**src/rtl/recv_pkg.sv**
```systemverilog
// Shared definitions for the byte-framed receive path (also usable by the TX framer).
package recv_pkg;

  typedef enum logic [2:0] {
    ST_HUNT0   = 3'd0,
    ST_HUNT1   = 3'd1,
    ST_LEN     = 3'd2,
    ST_PAYLOAD = 3'd3,
    ST_CSUM    = 3'd4
  } recv_state_t;

  localparam logic [1:0] ERR_CSUM = 2'd1;
  localparam logic [1:0] ERR_LEN  = 2'd2;
  localparam logic [1:0] ERR_TMO  = 2'd3;

  localparam logic [7:0] HDR0_DEF = 8'h55;
  localparam logic [7:0] HDR1_DEF = 8'hAA;

  // Checksum is a plain mod-256 sum over LEN and payload bytes.
  function automatic logic [7:0] csum_add(input logic [7:0] acc, input logic [7:0] b);
    return acc + b;
  endfunction

endpackage

```
**src/rtl/recv_frame_ctrl_if.sv**
```systemverilog
// FIFO read handshake plus payload stream, grouped as one bundle.
interface recv_frame_ctrl_if;
  logic       fifo_rd_vld;
  logic [7:0] fifo_rd_data;
  logic       fifo_rd_en;
  logic [7:0] m_data;
  logic       m_valid;
  logic       m_sop;
  logic       m_eop;
  logic       m_ready;

  modport master (
    input  fifo_rd_vld, fifo_rd_data, m_ready,
    output fifo_rd_en, m_data, m_valid, m_sop, m_eop
  );

  modport slave (
    output fifo_rd_vld, fifo_rd_data, m_ready,
    input  fifo_rd_en, m_data, m_valid, m_sop, m_eop
  );
endinterface

```
**src/rtl/recv_skid_reg.sv**
```systemverilog
// Payload output register: byte plus sop/eop, held while the sink stalls.
module recv_skid_reg (
  input  logic       sys_clk,
  input  logic       sys_rst_n,
  input  logic       i_load,
  input  logic [7:0] i_data,
  input  logic       i_sop,
  input  logic       i_eop,
  input  logic       i_ready,
  output logic [7:0] o_data,
  output logic       o_valid,
  output logic       o_sop,
  output logic       o_eop
);

  always_ff @(posedge sys_clk or negedge sys_rst_n) begin
    if (!sys_rst_n) begin
      o_data  <= 8'h00;
      o_valid <= 1'b0;
      o_sop   <= 1'b0;
      o_eop   <= 1'b0;
    end else if (i_load) begin
      o_data  <= i_data;
      o_valid <= 1'b1;
      o_sop   <= i_sop;
      o_eop   <= i_eop;
    end else if (i_ready) begin
      o_valid <= 1'b0;
    end
  end

endmodule

```
**src/rtl/recv_frame_ctrl.sv**
```systemverilog
// Receive frame sequencer: pops FIFO bytes, hunts [HDR0][HDR1][LEN][payload][CSUM],
// forwards payload and pulses frame status.
//   state      | meaning
//   ST_HUNT0   | waiting for HDR0
//   ST_HUNT1   | HDR0 seen, waiting for HDR1
//   ST_LEN     | next byte is LEN
//   ST_PAYLOAD | forwarding payload bytes
//   ST_CSUM    | next byte is checksum
module recv_frame_ctrl
  import recv_pkg::*;
#(
  parameter int unsigned MAX_LEN = 255,
  parameter int unsigned TIMEOUT = 1024,
  parameter logic [7:0]  HDR0    = HDR0_DEF,
  parameter logic [7:0]  HDR1    = HDR1_DEF
) (
  input  logic              sys_clk,
  input  logic              sys_rst_n,
  recv_frame_ctrl_if.master bus,
  output logic              frame_done,
  output logic              frame_err,
  output logic [1:0]        err_code,
  output logic [15:0]       frame_cnt
);

  localparam int TMO_W = $clog2(TIMEOUT + 1);
  localparam logic [TMO_W-1:0] TMO_LAST = TMO_W'(TIMEOUT - 1);
  localparam logic [8:0] MAX_LEN_W = 9'(MAX_LEN);

  recv_state_t      r_state, w_state_nxt;
  logic [7:0]       r_sum, w_sum_nxt;
  logic [7:0]       r_len, w_len_nxt;
  logic             r_first, w_first_nxt;
  logic [TMO_W-1:0] r_tmo, w_tmo_nxt;
  logic             r_frame_done, r_frame_err;
  logic [1:0]       r_err_code, w_err_code;
  logic [15:0]      r_frame_cnt;
  logic             w_done, w_err;
  logic             w_accept, w_pop;
  logic             w_load, w_sop, w_eop;
  logic [7:0]       w_byte;

  // Payload only pops when the output register is free or draining this cycle.
  assign w_accept       = (r_state == ST_PAYLOAD) ? (~bus.m_valid | bus.m_ready) : 1'b1;
  assign w_pop          = bus.fifo_rd_vld & w_accept;
  assign w_byte         = bus.fifo_rd_data;
  assign bus.fifo_rd_en = w_pop;

  always_ff @(posedge sys_clk or negedge sys_rst_n) begin
    if (!sys_rst_n) r_state <= ST_HUNT0;
    else            r_state <= w_state_nxt;
  end

  always_comb begin
    w_state_nxt = r_state;
    w_sum_nxt   = r_sum;
    w_len_nxt   = r_len;
    w_first_nxt = r_first;
    w_tmo_nxt   = r_tmo;
    w_done      = 1'b0;
    w_err       = 1'b0;
    w_err_code  = r_err_code;
    w_load      = 1'b0;
    w_sop       = 1'b0;
    w_eop       = 1'b0;
    if (w_pop) begin
      w_tmo_nxt = '0;
      unique case (r_state)
        ST_HUNT0: if (w_byte == HDR0) w_state_nxt = ST_HUNT1;
        ST_HUNT1: begin
          if (w_byte == HDR1)      w_state_nxt = ST_LEN;
          else if (w_byte == HDR0) w_state_nxt = ST_HUNT1;
          else                     w_state_nxt = ST_HUNT0;
        end
        ST_LEN: begin
          w_sum_nxt   = w_byte;
          w_len_nxt   = w_byte;
          w_first_nxt = 1'b1;
          if (w_byte == 8'd0) begin
            w_state_nxt = ST_CSUM;
          end else if ({1'b0, w_byte} > MAX_LEN_W) begin
            w_err       = 1'b1;
            w_err_code  = ERR_LEN;
            w_state_nxt = ST_HUNT0;
          end else begin
            w_state_nxt = ST_PAYLOAD;
          end
        end
        ST_PAYLOAD: begin
          w_sum_nxt   = csum_add(r_sum, w_byte);
          w_load      = 1'b1;
          w_sop       = r_first;
          w_eop       = (r_len == 8'd1);
          w_first_nxt = 1'b0;
          w_len_nxt   = r_len - 8'd1;
          if (r_len == 8'd1) w_state_nxt = ST_CSUM;
        end
        ST_CSUM: begin
          if (w_byte == r_sum) begin
            w_done = 1'b1;
          end else begin
            w_err      = 1'b1;
            w_err_code = ERR_CSUM;
          end
          w_state_nxt = ST_HUNT0;
        end
        default: w_state_nxt = ST_HUNT0;
      endcase
    end else if (r_state != ST_HUNT0) begin
      // Any cycle without a pop mid-frame counts, including sink back-pressure.
      if (r_tmo == TMO_LAST) begin
        w_err       = 1'b1;
        w_err_code  = ERR_TMO;
        w_tmo_nxt   = '0;
        w_state_nxt = ST_HUNT0;
      end else begin
        w_tmo_nxt = r_tmo + TMO_W'(1);
      end
    end
  end

  always_ff @(posedge sys_clk or negedge sys_rst_n) begin
    if (!sys_rst_n) begin
      r_sum        <= 8'h00;
      r_len        <= 8'h00;
      r_first      <= 1'b0;
      r_tmo        <= '0;
      r_frame_done <= 1'b0;
      r_frame_err  <= 1'b0;
      r_err_code   <= 2'd0;
      r_frame_cnt  <= 16'd0;
    end else begin
      r_sum        <= w_sum_nxt;
      r_len        <= w_len_nxt;
      r_first      <= w_first_nxt;
      r_tmo        <= w_tmo_nxt;
      r_frame_done <= w_done;
      r_frame_err  <= w_err;
      r_err_code   <= w_err_code;
      r_frame_cnt  <= r_frame_cnt + {15'd0, w_done};
    end
  end

  recv_skid_reg u_out (
    .sys_clk   (sys_clk),
    .sys_rst_n (sys_rst_n),
    .i_load    (w_load),
    .i_data    (w_byte),
    .i_sop     (w_sop),
    .i_eop     (w_eop),
    .i_ready   (bus.m_ready),
    .o_data    (bus.m_data),
    .o_valid   (bus.m_valid),
    .o_sop     (bus.m_sop),
    .o_eop     (bus.m_eop)
  );

  assign frame_done = r_frame_done;
  assign frame_err  = r_frame_err;
  assign err_code   = r_err_code;
  assign frame_cnt  = r_frame_cnt;

endmodule
```
**src/flat_wrapper.sv**
```systemverilog
// flat-port wrapper written by rule: the top's interface ports become plain ports
module recv_frame_ctrl_flat import recv_pkg::*;
#(
  parameter int unsigned MAX_LEN = 255,
  parameter int unsigned TIMEOUT = 1024,
  parameter logic [7:0]  HDR0    = HDR0_DEF,
  parameter logic [7:0]  HDR1    = HDR1_DEF
)
  (sys_clk, sys_rst_n, frame_done, frame_err, err_code, frame_cnt, bus_fifo_rd_vld, bus_fifo_rd_data, bus_m_ready, bus_fifo_rd_en, bus_m_data, bus_m_valid, bus_m_sop, bus_m_eop);
  recv_frame_ctrl_if bus_i ();
  input  logic sys_clk;
  input  logic sys_rst_n;
  output logic frame_done;
  output logic frame_err;
  output logic [1:0] err_code;
  output logic [15:0] frame_cnt;
  input wire logic [$bits(bus_i.fifo_rd_vld)-1:0] bus_fifo_rd_vld;
  input wire logic [$bits(bus_i.fifo_rd_data)-1:0] bus_fifo_rd_data;
  input wire logic [$bits(bus_i.m_ready)-1:0] bus_m_ready;
  output wire logic [$bits(bus_i.fifo_rd_en)-1:0] bus_fifo_rd_en;
  output wire logic [$bits(bus_i.m_data)-1:0] bus_m_data;
  output wire logic [$bits(bus_i.m_valid)-1:0] bus_m_valid;
  output wire logic [$bits(bus_i.m_sop)-1:0] bus_m_sop;
  output wire logic [$bits(bus_i.m_eop)-1:0] bus_m_eop;
  assign bus_i.fifo_rd_vld = bus_fifo_rd_vld;
  assign bus_i.fifo_rd_data = bus_fifo_rd_data;
  assign bus_i.m_ready = bus_m_ready;
  assign bus_fifo_rd_en = bus_i.fifo_rd_en;
  assign bus_m_data = bus_i.m_data;
  assign bus_m_valid = bus_i.m_valid;
  assign bus_m_sop = bus_i.m_sop;
  assign bus_m_eop = bus_i.m_eop;
  recv_frame_ctrl #(.MAX_LEN(MAX_LEN), .TIMEOUT(TIMEOUT), .HDR0(HDR0), .HDR1(HDR1)) u_core (.sys_clk(sys_clk), .sys_rst_n(sys_rst_n), .bus(bus_i), .frame_done(frame_done), .frame_err(frame_err), .err_code(err_code), .frame_cnt(frame_cnt));
endmodule
```
**config.mk**
```make
export PLATFORM = sky130hd
export DESIGN_NAME = recv_frame_ctrl_flat
export DESIGN_NICKNAME = d
export VERILOG_FILES = /design/src/rtl/recv_pkg.sv /design/src/rtl/recv_frame_ctrl_if.sv /design/src/rtl/recv_skid_reg.sv /design/src/rtl/recv_frame_ctrl.sv /design/src/flat_wrapper.sv
export SDC_FILE = /design/constraint.sdc
export NUM_CORES = 1
export LEC_CHECK = 0
export ABC_AREA = 1
export BUFFER_PORTS_ARGS = -buffer_cell sky130_fd_sc_hd__buf_2
export CORE_UTILIZATION = 65
export CTS_BUF_LIST = sky130_fd_sc_hd__clkbuf_8
export CTS_CLUSTER_SIZE = 28
export DETAILED_ROUTE_END_ITERATION = 7
export PLACE_DENSITY = 0.88
export REMOVE_ABC_BUFFERS = 1
export SYNTH_ARGS = -nofsm -noshare
export SYNTH_HDL_FRONTEND = slang
export SYNTH_SLANG_ARGS = --single-unit
```
**constraint.sdc**
```tcl
create_clock -name sys_clk -period 5.3 [get_ports sys_clk]
set_input_delay 0.795 -clock sys_clk [delete_from_list [all_inputs] [get_ports sys_clk]]
set_output_delay 0.795 -clock sys_clk [all_outputs]
set_load 0.05 [all_outputs]
```
==> results of run 1 <==
==> final timing paths <==
check / slack (ns) / cells after the start / from / endpoint
max in group asynchronous: 4.19 / 2 / sys_rst_n / u_core.r_sum[0]
min in group asynchronous: 0.59 / 2 / sys_rst_n / u_core.r_sum[4]
min: 0.47 / 1 / u_core.err_code[0] / u_core.err_code[0]
max: 2.38 / 12 / bus_fifo_rd_data[5] / u_core.frame_cnt[12]
min reg2reg: 0.47 / 1 / u_core.err_code[0] / u_core.err_code[0]
max reg2reg: 2.60 / 11 / u_core.r_sum[5] / u_core.frame_cnt[12]
==> metal layers <==
layer	share of wire	GRT usage
met2	0.50	0.5225
met3	0.060	0.08300
met1	0.43	0.3849
met5	0	0
met4	0.018	0.1216
==> power by group through the flow <==
stage,Combinational (mW),Clock [mW],Sequential [mW]
after detailed placement,0.837,0,0.691
after global routing,0.947,0.442,0.704
after CTS,0.843,0.420,0.686
final,0.856,0.417,0.691
after floorplan,0.494,0,0.821
after global placement,0.803,0,0.687
==> state kept, by name, summed over array words and instances (netlist names) <==
signal / cells
u_core.frame_done: 1
u_core.err_code: 2
u_core.r_first: 1
u_core.r_len: 8
u_core.frame_cnt: 16
u_core.u_out.o_sop: 1
u_core.frame_err: 1
u_core.u_out.o_data: 8
u_core.u_out.o_valid: 1
u_core.u_out.o_eop: 1
u_core.r_tmo: 11
u_core.r_sum: 8
u_core.r_state: 3
==> worst max-delay path, stage by stage <==
cell and delay, ns:
sky130_fd_sc_hd__buf_2 0.13, sky130_fd_sc_hd__ha_1 0.36, sky130_fd_sc_hd__nor3_1 0.27, sky130_fd_sc_hd__nand3_1 0.19, sky130_fd_sc_hd__nor2_1 0.17, sky130_fd_sc_hd__ha_1 0.22, sky130_fd_sc_hd__ha_1 0.18, sky130_fd_sc_hd__nand3_1 0.11
sky130_fd_sc_hd__nor2_1 0.21, sky130_fd_sc_hd__nand3_1 0.15, sky130_fd_sc_hd__nor3_1 0.21, sky130_fd_sc_hd__xor2_1 0.16
==> Yosys cell counts (all sizes together) <==
cell type,count,share of area
nand3,34,0.051
a21boi,1,0.0022
fa,1,0.0058
a21o,1,0.0022
xor2,11,0.028
dfrtp,62,0.45
buf,5,0.011
nand2,112,0.13
inv,54,0.060
a2bb2oi,1,0.0025
nand4,4,0.0091
ha,13,0.047
xnor2,4,0.010
and2,1,0.0018
a22oi,3,0.0065
clkinv,1,0.0011
nor3b,1,0.0022
nor4,2,0.0036
o21a,3,0.0065
or2,6,0.011
a31oi,1,0.0018
o22ai,1,0.0018
nor3,11,0.017
nor2,39,0.045
a21oi,26,0.038
o21ai,32,0.047
nand3b,4,0.0087
==> cell usage in the layout, fill, tap and decap left out, types with 2 or more instances in the layout <==
cell,synthesis,final
sky130_fd_sc_hd__or2_0,4,4
sky130_fd_sc_hd__nand4_1,3,3
sky130_fd_sc_hd__nand3b_1,4,4
sky130_fd_sc_hd__xnor2_1,4,4
sky130_fd_sc_hd__nand2_4,2,2
sky130_fd_sc_hd__o21ai_0,30,30
sky130_fd_sc_hd__nand2_2,3,3
sky130_fd_sc_hd__inv_1,52,54
sky130_fd_sc_hd__a22oi_1,3,3
sky130_fd_sc_hd__nor4_1,2,2
sky130_fd_sc_hd__clkbuf_8,0,11
sky130_fd_sc_hd__nor2_1,37,37
sky130_fd_sc_hd__dfrtp_1,62,62
sky130_fd_sc_hd__nand2_1,107,107
sky130_fd_sc_hd__o21ai_1,2,2
sky130_fd_sc_hd__a21oi_1,26,26
sky130_fd_sc_hd__o21a_1,3,3
sky130_fd_sc_hd__ha_1,13,13
sky130_fd_sc_hd__buf_2,2,43
sky130_fd_sc_hd__xor2_1,11,11
sky130_fd_sc_hd__nand3_1,33,33
sky130_fd_sc_hd__nor3_1,10,10
==> cell families (layout without fill, tap and decap cells) <==
logic type / count (synthesis) / in the layout / synth area share
simple gates: 214 / 214 / 0.2788
compound gates: 69 / 69 / 0.1080
flops: 62 / 62 / 0.4507
buf+inv: 60 / 115 / 0.07125
xor+xnor: 15 / 15 / 0.03817
fa+ha+maj: 14 / 14 / 0.05307
==> stage by stage <==
stage | hold WS, ns | instance area, um2 | power [mW] | setup slack [ns] | utilization
floorplan | 0.4554 | 3406 | 1.314 | 2.522 | -
global placement | 0.4527 | 3716 | 1.489 | 2.212 | 0.7276
detailed placement | 0.4517 | 3716 | 1.528 | 2.064 | 0.7276
CTS | 0.4700 | 3918 | 1.949 | 2.405 | 0.7670
global route | 0.5075 | 3918 | 2.092 | 2.108 | 0.7670
finish | 0.4693 | 3918 | 1.963 | 2.384 | 0.7670
==> cell type report <==
class / instances / share of cell area
well taps: 70 / 0.02236
repair buffers: 44 / 0.05685
clock buffers: 11 / 0.03865
multi-input cells: 312 / 0.4200
flip-flops and latches: 62 / 0.3960
clock inverters: 5 / 0.01278
inverters: 55 / 0.05334
==> insert_results.sql, run 1 <==
INSERT INTO impl_metrics (metric_group, metric, value, unit) VALUES
('status', 'status', 'complete, no violations', ''),
('setup_path', 'worstSetupStartpointType', 'primary input', ''),
('grt', 'globalRouteTotalUtil', '0.3113', ''),
('logic_synthesis', 'postSynthAreaPerCell', '7.931', 'um2'),
('logic_synthesis', 'seq_area_frac_synth', '0.4507', ''),
('cts', 'postCtsSetupRepairBufs', '0', ''),
('cells_and_area', 'register_area', '1551', 'um2'),
('logic_synthesis', 'synth_cell_types', '41', ''),
('cells_and_area', 'area_occupied_by_multi_input_gates', '1645', 'um2'),
('logic_synthesis', 'post_synth_inst_count', '434', ''),
('power_and_ir_drop', 'power_density', '501.1', 'nW/um2'),
('drt', 'detailedRoute.firstIterationViolations', '287', ''),
('placement', 'dp_hpwl', '5713', 'um'),
('placement', 'io_buffers', '43', ''),
('drt', 'wl_per_cell', '14.61', 'um'),
('job', 'number_of_max_capacitance_violations_reported', '0', ''),
('drt', 'viasPerCell', '5.651', ''),
('worst_hold_path', 'worst_hold_path_type', 'reg -> reg', ''),
('timing', 'setup_violators_final', '0', ''),
('grt', 'globalRoute.totalOverflow', '0', ''),
('grt', 'maximum_number_of_pins_on_one_net_before_global_route_repair', '63', ''),
('die', 'chipWidth', '74.77', 'um'),
('cells_and_area', 'final-instance-count-excl-fill', '559', ''),
('timing', 'slew_violations', '0', ''),
('timing', 'worstMarginPinSlew', '0.7579', 'ns'),
('cells_and_area', 'layout.nets', '510', ''),
('grt', 'global_route_wire_length_before_repair', '12850', 'um'),
('power_and_ir_drop', 'pwr-share-clk', '0.212', ''),
('timing', 'max_freq', '0.3429', 'GHz'),
('placement', 'gpl_wtd_cong', '0.9038', ''),
('cts', 'cts_tree', 'built', ''),
('setup_path', 'worst_ep_arrival_time', '3.18', 'ns'),
('power_and_ir_drop', 'vdd.ir_drop.worst', '0.2778', 'mV'),
('cts', 'cts_root_buf', 'sky130_fd_sc_hd__clkbuf_8', ''),
('power_and_ir_drop', 'total_switching_power', '0.8693', 'mW'),
('die', 'ioPinCount', '44', ''),
('logic_synthesis', 'ys_seq_elements', '62', ''),
('cells_and_area', 'final_layout_size_suffix_gt1_frac', '0.1452', ''),
('drt', 'post-route-drc-count', '0', ''),
('logic_synthesis', 'netlist_area_before_placement', '3442', 'um2'),
('die', 'die_area', '5591', 'um2'),
('drt', 'antenna_left', '0', ''),
('cts', 'cts_made_buffers', '9', ''),
('die', 'floorplan.initialDensity', '0.6739', ''),
('logic_synthesis', 'yosysWarningCount', '0', ''),
('power_and_ir_drop', 'p_leak', '2.083', 'nW'),
('setup_path', 'required', '5.56', 'ns'),
('cells_and_area', 'fillCellCount', '356', ''),
('setup_path', 'worst-setup-path-type', 'in -> reg', ''),
('drt', 'detailroute.via_count', '3159', ''),
('timing', 'worst_clk_skew', '0.003645', 'ns'),
('grt', 'first_global_vias', '2904', ''),
('die', 'core_area', '5107', 'um2'),
('cts', 'postCtsResizedCells', '0', ''),
('drt', 'routed_wire_length', '8165', 'um'),
('drt', 'drtPass1Iterations', '6', ''),
('setup_path', 'path_max_fanout', '6', ''),
('die', 'site_rows', '26', ''),
('timing', 'rsz0062_at_grt', 'false', ''),
('grt', 'antenna_found_initial', '0', ''),
('power_and_ir_drop', 'power_switching_share', '0.4428', ''),
('timing', 'finalCriticalPeriod', '2.916', 'ns'),
('cells_and_area', 'area_delta_synth_final', '13.81', '%'),
('die', 'fp.dieH', '74.77', 'um'),
('timing', 'slew_headroom', '0.4948', ''),
('cts', 'cts-htree-levels', '3', ''),
('cts', 'clock_path_buffers', '2', ''),
('cts', 'worstSkewPairLatency', '0.34', 'ns'),
('cts', 'cts.clk_slew.worst_paths', '0.07', 'ns'),
('power_and_ir_drop', 'power.share.sequential', '0.352', ''),
('cts', 'clock_sinks', '62', ''),
('power_and_ir_drop', 'p_int', '1.094', 'mW'),
('cells_and_area', 'antenna_cells', '0', ''),
('power_and_ir_drop', 'share_comb_of_total_power', '0.436', ''),
('placement', 'placed_cells_incl_taps', '543', ''),
('setup_path', 'cp-end-kind', 'flip-flop', ''),
('timing', 'setup_tns', '0', 'ns'),
('timing', 'hold_viol', '0', ''),
('timing', 'timing.final.crit_share', '0.5503', ''),
('cts', 'postCtsHoldBufs', '0', '');
Note: power is estimated with default switching activity, not from simulation.
==> inputs of run 2 (changes only) <==
Settings changed: CORE_UTILIZATION 65 to 60, PLACE_DENSITY 0.88 to 0.82.
Clock period 5.3 ns to 2.9 ns, I/O delays scaled along.
==> run 2 against run 1 <==
Compared with the run above:
- via count shrank 0.82%
- power up 85%
- non-clock buffer count grew 2
- global-route usage down 2.6 points
- combinational power increased by 81%
- final area grew 1.1%
- critical path depth shrank 1
- sequential share of layout area is 0.45 points lower
- register-to-register slack got worse by 2.3 ns
- clock power up 98%
- die area grew 8.1%
- first-iteration DRC count shrank 36%
- largest cell class unchanged
- largest power group unchanged
==> insert_results.sql, run 2 (synthesized netlist as in run 1, its figures left out) <==
INSERT INTO impl_metrics (metric_group, metric, value, unit) VALUES
('status', 'status', 'complete, no violations', ''),
('cells_and_area', 'antenna_cells', '0', ''),
('placement', 'dp_hpwl', '5932', 'um'),
('grt', 'antenna_found_initial', '0', ''),
('setup_path', 'worst_ep_arrival_time', '2.84', 'ns'),
('timing', 'hold_viol', '0', ''),
('die', 'fp.dieH', '77.74', 'um'),
('cts', 'cts.clk_slew.worst_paths', '0.07', 'ns'),
('cts', 'cts_root_buf', 'sky130_fd_sc_hd__clkbuf_8', ''),
('timing', 'setup_ws', '0.3294', 'ns'),
('cts', 'cts_tree', 'built', ''),
('drt', 'routed_wire_length', '8090', 'um'),
('drt', 'wl_per_cell', '14.37', 'um'),
('timing', 'setup_violators_final', '0', ''),
('cts', 'cts_made_buffers', '9', ''),
('drt', 'detailedRoute.firstIterationViolations', '185', ''),
('setup_path', 'critical_r2r_launch', 'u_core.r_sum[3]', ''),
('drt', 'viasPerCell', '5.565', ''),
('setup_path', 'worst-setup-path-type', 'reg -> reg', ''),
('setup_path', 'cp-end-kind', 'flip-flop', ''),
('setup_path', 'required', '3.17', 'ns'),
('grt', 'global_route_wire_length_before_repair', '13340', 'um'),
('placement', 'io_buffers', '43', ''),
('cts', 'postCtsHoldBufs', '0', ''),
('power_and_ir_drop', 'vdd.ir_drop.worst', '0.5403', 'mV'),
('timing', 'setup_tns', '0', 'ns'),
('timing', 'slew_violations', '0', ''),
('cells_and_area', 'mostFrequentLayoutCell', 'sky130_fd_sc_hd__nand2_1', ''),
('grt', 'maximum_number_of_pins_on_one_net_before_global_route_repair', '34', ''),
('drt', 'antenna_left', '0', ''),
('grt', 'globalRoute.totalOverflow', '0', ''),
('cells_and_area', 'area_occupied_by_multi_input_gates', '1648', 'um2'),
('power_and_ir_drop', 'p_leak', '2.101', 'nW'),
('die', 'die_area', '6044', 'um2'),
('cells_and_area', 'area_delta_synth_final', '15.12', '%'),
('die', 'floorplan.initialDensity', '0.6251', ''),
('setup_path', 'startpoint', 'u_core.r_sum[3]', ''),
('cts', 'clock_path_buffers', '2', ''),
('cts', 'cts-htree-levels', '3', ''),
('timing', 'worst_clk_skew', '0.01324', 'ns'),
('timing', 'finalCriticalPeriod', '2.571', 'ns'),
('cells_and_area', 'final_layout_size_suffix_gt1_frac', '0.1527', ''),
('die', 'ioPinCount', '44', ''),
('cells_and_area', 'layout.nets', '512', ''),
('cells_and_area', 'largest_register_ffs', '16', ''),
('job', 'number_of_max_capacitance_violations_reported', '0', ''),
('cells_and_area', 'fillCellCount', '438', ''),
('cts', 'worstSkewPairLatency', '0.34', 'ns'),
('placement', 'place_ws', '0.1186', 'ns'),
('grt', 'first_global_vias', '2966', ''),
('timing', 'max_freq', '0.3890', 'GHz'),
('cts', 'clock_sinks', '62', ''),
('placement', 'gpl_wtd_cong', '0.9227', ''),
('drt', 'post-route-drc-count', '0', ''),
('setup_path', 'worstSetupStartpointType', 'flip-flop', ''),
('grt', 'globalRouteTotalUtil', '0.2852', ''),
('die', 'chipWidth', '77.74', 'um'),
('timing', 'worstMarginPinSlew', '0.7062', 'ns'),
('setup_path', 'path_max_fanout', '6', ''),
('timing', 'slew_headroom', '0.5292', ''),
('die', 'core_area', '5507', 'um2'),
('worst_hold_path', 'worst_hold_path_type', 'in -> async', ''),
('drt', 'drtPass1Iterations', '6', ''),
('timing', 'rsz0062_at_grt', 'false', ''),
('die', 'site_rows', '27', ''),
('drt', 'detailroute.via_count', '3133', ''),
('cells_and_area', 'register_area', '1551', 'um2'),
('cells_and_area', 'layout_common_cells', 'sky130_fd_sc_hd__nand2_1 (107), sky130_fd_sc_hd__dfrtp_1 (62), sky130_fd_sc_hd__inv_1 (53)', ''),
('power_and_ir_drop', 'power_density', '917.8', 'nW/um2'),
('timing', 'timing.final.crit_share', '0.8864', '');
-- run 2: area by class of cell --
type / count / area share
multi-input combinational: 312 / 0.4159
sequential: 62 / 0.3915
timing repair buffer: 46 / 0.06315
inverter: 55 / 0.05273
clock buffer: 9 / 0.03126
clock inverter: 7 / 0.02273
tap: 72 / 0.02273
-- run 2: where the power goes --
group / switching (mW) / internal [mW]
Sequential: 0.163 / 1.10
Combinational: 1.08 / 0.474
Clock: 0.348 / 0.479
Total: 1.59 / 2.05
-- run 2: timing repair --
action                     CTS  global route
resized for setup            0             1
setup endpoints to repair    0             1
buffers inserted             0             0
-- run 2: per-layer routing --
metal  global-route usage  up-vias  wire length (um)
li1                     -     1514                 -
met1               0.3589     1463              3563
met2               0.4655      127              3830
met3              0.04588       29               442
met4               0.1642        0               253
met5                    0        -                 0
-- run 2: worst paths after layout --
kind | slack, ns | cells after the start | endpoint
setup / recovery | 0.33 | 11 | u_core.frame_cnt[12]
hold / removal | 0.14 | 1 | u_core.u_out.o_data[6]
setup reg to reg | 0.33 | 11 | u_core.frame_cnt[12]
hold reg to reg | 0.47 | 1 | u_core.err_code[0]
max in group asynchronous | 2.15 | 2 | u_core.r_len[3]
min in group sys_clk | 0.30 | 2 | u_core.u_out.o_valid
-- run 2: through the flow --
stage	cells	instance area [um2]	power [mW]	hold slack, ns	util
after floorplan	429	3406	2.402	0.1394	-
after global placement	547	3746	2.737	0.4503	0.6803
after detailed placement	547	3746	2.791	0.4547	0.6803
after CTS	563	3960	3.623	0.1569	0.7192
after global routing	563	3963	3.858	0.2029	0.7196
final	563	3963	3.637	0.1390	0.7196
-- run 2: worst max-delay path, cell delays in order (launching register included) --
cell,delay (ns)
sky130_fd_sc_hd__dfrtp_1,0.40
sky130_fd_sc_hd__ha_1,0.36
sky130_fd_sc_hd__nor4_1,0.25
sky130_fd_sc_hd__nand3_1,0.18
sky130_fd_sc_hd__nor2_2,0.15
sky130_fd_sc_hd__ha_1,0.20
sky130_fd_sc_hd__ha_1,0.17
sky130_fd_sc_hd__nand3_1,0.11
sky130_fd_sc_hd__nor2_1,0.17
sky130_fd_sc_hd__nand3_1,0.14
sky130_fd_sc_hd__nor3_1,0.22
sky130_fd_sc_hd__xor2_1,0.16
